--- src/rtl/config_loader.sv ---
// Sequencer that streams NUM_WORDS configuration words into the latch bank, one one-hot enable pulse per word.
// Latency: handshake -> data on io_d_out next cycle -> enable pulse one cycle later; 4 cycles per word minimum.
// Backpressure: io_in_ready only in ACCEPT (and CHECK); valid stalls stretch ACCEPT only. Optional macro: CONFIG_LOADER_CHECKSUM_EN.
module config_loader #(
   parameter int DATA_WIDTH = 32,
   parameter int NUM_WORDS  = 24,
   parameter int IDX_WIDTH  = 5
) (
   input  logic                  clk,
   input  logic                  reset,
   input  logic                  io_start,
   input  logic                  io_in_valid,
   output logic                  io_in_ready,
   input  logic [DATA_WIDTH-1:0] io_in_data,
   output logic [DATA_WIDTH-1:0] io_d_out,
   output logic [NUM_WORDS-1:0]  io_configs_en,
   output logic [IDX_WIDTH-1:0]  io_word_idx,
   output logic                  io_busy,
   output logic                  io_done,
   output logic                  io_error
);

   localparam logic [IDX_WIDTH-1:0] LAST_IDX = IDX_WIDTH'(NUM_WORDS - 1);
   localparam logic [NUM_WORDS-1:0] EN_ONE   = NUM_WORDS'(1);

   typedef enum logic [2:0] {
      IDLE   = 3'd0,
      ACCEPT = 3'd1,
      SETUP  = 3'd2,
      PULSE  = 3'd3,
      HOLD   = 3'd4,
`ifdef CONFIG_LOADER_CHECKSUM_EN
      CHECK  = 3'd5,
`endif
      DONE   = 3'd6
   } state_t;

   state_t state;

`ifdef CONFIG_LOADER_CHECKSUM_EN
   logic [DATA_WIDTH-1:0] xor_acc;
   logic                  error_q;
`endif

   // Sequencer: data bus, enables, index and done flag are all flops so the latch bank never sees a decode glitch.
   always_ff @(posedge clk or posedge reset) begin
      if (reset) begin
         state         <= IDLE;
         io_word_idx   <= '0;
         io_d_out      <= '0;
         io_configs_en <= '0;
         io_done       <= 1'b0;
`ifdef CONFIG_LOADER_CHECKSUM_EN
         xor_acc       <= '0;
         error_q       <= 1'b0;
`endif
      end else begin
         // Enables are high for exactly one cycle: only the SETUP branch sets them.
         io_configs_en <= '0;
         case (state)
            IDLE, DONE: begin
               if (io_start) begin
                  state       <= ACCEPT;
                  io_word_idx <= '0;
                  io_done     <= 1'b0;
`ifdef CONFIG_LOADER_CHECKSUM_EN
                  xor_acc     <= '0;
                  error_q     <= 1'b0;
`endif
               end
            end
            ACCEPT: begin
               if (io_in_valid) begin
                  io_d_out <= io_in_data;
`ifdef CONFIG_LOADER_CHECKSUM_EN
                  xor_acc  <= xor_acc ^ io_in_data;
`endif
                  state    <= SETUP;
               end
            end
            SETUP: begin
               io_configs_en <= EN_ONE << io_word_idx;
               state         <= PULSE;
            end
            PULSE: begin
               state <= HOLD;
            end
            HOLD: begin
               if (io_word_idx == LAST_IDX) begin
`ifdef CONFIG_LOADER_CHECKSUM_EN
                  state   <= CHECK;
`else
                  state   <= DONE;
                  io_done <= 1'b1;
`endif
               end else begin
                  io_word_idx <= io_word_idx + 1'b1;
                  state       <= ACCEPT;
               end
            end
`ifdef CONFIG_LOADER_CHECKSUM_EN
            CHECK: begin
               // The checksum word is compared only; it never reaches the latch bus.
               if (io_in_valid) begin
                  error_q <= (io_in_data != xor_acc);
                  io_done <= 1'b1;
                  state   <= DONE;
               end
            end
`endif
            default: state <= IDLE;
         endcase
      end
   end

`ifdef CONFIG_LOADER_CHECKSUM_EN
   assign io_in_ready = (state == ACCEPT) || (state == CHECK);
   assign io_error    = error_q;
`else
   assign io_in_ready = (state == ACCEPT);
   assign io_error    = 1'b0;
`endif

   assign io_busy = (state != IDLE) && (state != DONE);

endmodule
--- config.mk ---
export PLATFORM = sky130hd
export DESIGN_NAME = config_loader
export DESIGN_NICKNAME = d
export VERILOG_FILES = /design/src/rtl/config_loader.sv
export SDC_FILE = /design/constraint.sdc
export NUM_CORES = 1
export LEC_CHECK = 0
export ABC_AREA = 1
export BUFFER_PORTS_ARGS = -buffer_cell sky130_fd_sc_hd__buf_2
export CAP_MARGIN = 20
export CORE_ASPECT_RATIO = 1.5
export CORE_UTILIZATION = 52
export CTS_CLUSTER_DIAMETER = 100
export CTS_CLUSTER_SIZE = 12
export DETAILED_ROUTE_END_ITERATION = 8
export PLACE_DENSITY = 0.85
export SLEW_MARGIN = 15
export SYNTH_ARGS = -nofsm -noshare
export SYNTH_HDL_FRONTEND = slang
export SYNTH_SLANG_ARGS = --single-unit
--- constraint.sdc ---
create_clock -name clk -period 3.51 [get_ports clk]
set_input_delay 0 -clock clk [delete_from_list [all_inputs] [get_ports clk]]
set_output_delay 0 -clock clk [all_outputs]
set_load 0.01 [all_outputs]
==> impl_metrics.py <==
metrics = {
    "outcome": {
        "status": "completed",
    },
    "critical_path": {
        "cp-end-kind": "register",
        "required_ns": 3.73,
        "crit_arrival_ns": 2.08,
        "worstPathMaxFanout": 34,
        "startpoint_type": "register",
        "crit_type": "reg2reg",
    },
    "clocking": {
        "clock_path_buffers": 2,
        "path_clk_slew_ns": 0.07,
        "cts_root_buffer": "clkbuf_8",
        "cts_tree": "done",
        "clock_latency_ns": 0.34,
        "htreeDepth": 3,
        "cts_buffers": 9,
        "cts_resized": 0,
        "cts_sinks": 65,
    },
    "layout": {
        "fin_cells": 499,
        "num_antenna_cells": 0,
        "drive_gt1_frac": 0.298,
        "finalNetCount": 470,
        "area_delta_synth_final_pct": 38.1,
    },
    "synth": {
        "synth_xor_area_frac": 0.00324,
        "syn_area_um2": 2700,
        "synth-seq-cells": 65,
        "synth.most_common_cell": "nand2_1",
        "ys_top_cells_by_count": "nand2_1, dfrtp_1, nand3_1, nor2_1, inv_1",
        "yosys-top-cells-area": "dfrtp_1, nand2_1, nand3_1",
        "avgSynthCellArea_um2": 9.16,
        "synth_cell_type_count": 22,
        "synthArstFlopShare": 1.00,
        "synth_top_flop_cell": "dfrtp_1",
        "yosys.area_share.adder": 0.0278,
        "ys_warn_count": 0,
        "synth_compound_area_frac": 0.00185,
        "synth.net_count": 337,
        "synth_area_leader_cell": "dfrtp_1",
        "netlist.area_leader.share": 0.602,
        "synth_seq_area_share": 0.602,
        "synthSimpleGateAreaFrac": 0.301,
        "synthMuxAreaShare": 0,
        "synth_top_family_by_area": "simple AND/OR/NAND/NOR gates",
        "syn_inst": 295,
        "synth_edf_count": 0,
    },
    "global_routing": {
        "met1_usage": 0.351,
        "grt_remaining_overflow": 0,
        "grt_pass1_vias": 2670,
        "busiest_layer": "met2",
        "gr-usage-met2": 0.553,
        "grt_pass1_wl_mm": 13.0,
        "grt_max_degree": 41,
        "track_usage": 0.331,
        "use_met3": 0.120,
        "antenna_found_initial": 0,
    },
    "placement": {
        "io_buffers": 99,
        "dp_hpwl_mm": 4.32,
        "gp_congestion": 0.787,
        "place_inst": 449,
    },
    "routing": {
        "vias_per_cell": 5.30,
        "drc": 0,
        "drt_pre_antenna_iters": 6,
        "wl_per_cell_um": 16.1,
        "drt_iter0_drc": 319,
        "detail-route-antenna-nets": 0,
        "vias": 2644,
        "routed_wl_mm": 8.03,
    },
    "min_path": {
        "worstHoldPathType": "in2reg",
    },
    "timing": {
        "finalSetupViolations": 0,
        "relSlewSlack": 0.552,
        "rsz0062_at_grt": "no",
        "holdWs_ns": 0.246,
        "fmax_ghz": 0.539,
        "worstMarginPinSlew_ns": 0.673,
        "skew_ns": 0.00472,
        "maxSlewViolCount": 0,
        "finalHoldViolCount": 0,
        "fin_tns_setup_ns": 0,
        "period_minus_slack_ns": 1.86,
        "min_period_over_period": 0.529,
    },
    "job": {
        "max_cap_viol_count": 0,
    },
    "pwr": {
        "ir_drop_uv": 330,
        "leakage_nw": 2.14,
        "power_mw": 2.69,
        "power_density_nw_per_um2": 721,
    },
    "floorplanning": {
        "dieArea_um2": 5490,
        "start_util": 0.548,
        "core-area_um2": 4930,
        "ios": 101,
        "fp-row-count": 31,
        "dieWidth_um": 60.9,
        "die_h_um": 90.3,
    },
}
-- layer usage --
metal,routed length (um),vias to the layer above
li1,-,1190
met1,2740,1237
met2,4310,173
met3,594,44
met4,385,0
met5,0,-
-- cells in the final DEF (no fill, tap or decap), types with 2 or more instances in the layout --
cell,netlist,routed
nor2_1,23,23
dfrtp_1,65,65
nand4_1,2,2
dlygate4sd3_1,0,34
inv_1,17,16
clkbuf_1,3,3
nand3_1,50,50
buf_2,2,99
nor3_1,6,6
nor2_2,2,2
ha_1,6,6
inv_2,4,5
clkbuf_8,0,10
nand2_2,6,6
nand2_1,95,95
clkinv_2,1,3
-- report_power, final --
| group | internal (mW) | switching (mW) | leakage (nW) | total, mW |
|---|---|---|---|---|
| logic | 0.344 | 0.626 | 1.19 | 0.969 |
| clock network | 0.346 | 0.271 | 0.0974 | 0.617 |
| registers | 0.952 | 0.150 | 0.856 | 1.10 |
| total | 1.64 | 1.05 | 2.14 | 2.69 |
-- per-stage QoR --
stage | setup slack, ns | util | instance area, um2
after floorplan | 1.88 | - | 2700
after global placement | 1.85 | 0.650 | 3200
after detailed placement | 1.76 | 0.650 | 3200
after CTS | 1.74 | 0.757 | 3730
after global routing | 1.53 | 0.757 | 3730
final | 1.65 | 0.757 | 3730
-- flip-flops by register name, summed over array words and instances, names as in the netlist --
| signal | count |
|---|---|
| io_done | 1 |
| state | 3 |
| io_configs_en | 24 |
| io_d_out | 32 |
| io_word_idx | 5 |
-- path summary, 6_finish.rpt --
kind                         startpoint                to  depth (start not counted)  slack (ns)
min in group asynchronous         reset           io_done                          3        0.26
max reg2reg                    state[1]      io_d_out[20]                          6        1.65
max                            state[1]      io_d_out[20]                          6        1.65
min reg2reg                io_d_out[22]      io_d_out[22]                          2        0.47
min                         io_in_valid      io_d_out[15]                          3        0.25
max in group asynchronous         reset  io_configs_en[3]                          4        2.36
-- layout make-up --
type | instances | area, um2
Sequential cell | 65 | 1630
Fill cell | 318 | 1190
Multi-Input combinational cell | 196 | 906
Timing Repair Buffer | 134 | 843
Clock buffer | 13 | 149
Inverter | 22 | 83.8
Tap cell | 66 | 82.6
Clock inverter | 3 | 40.0
-- cells by family after synthesis --
| family | Yosys count |
|---|---|
| simple gates | 187 |
| flops | 65 |
| buf+inv | 34 |
| fa+ha+maj | 6 |
| compound gates | 1 |
| xor+xnor | 1 |
| other cells | 1 |
-- critical path: stages, from the launching register on --
cell and delay, ns:
dfrtp_1 0.45, inv_2 0.11, nand3_2 0.09, inv_2 0.45, nand2_4 0.36, nand2_1 0.19
nand2_1 0.08
-- repair_timing --
item | in CTS | in global routing
setup buffers | 0 | 0
endpoints found under the hold margin | 60 | 0
setup endpoints to repair | 0 | 0
hold buffers | 34 | 0
Power figures use the tool's default switching activity.
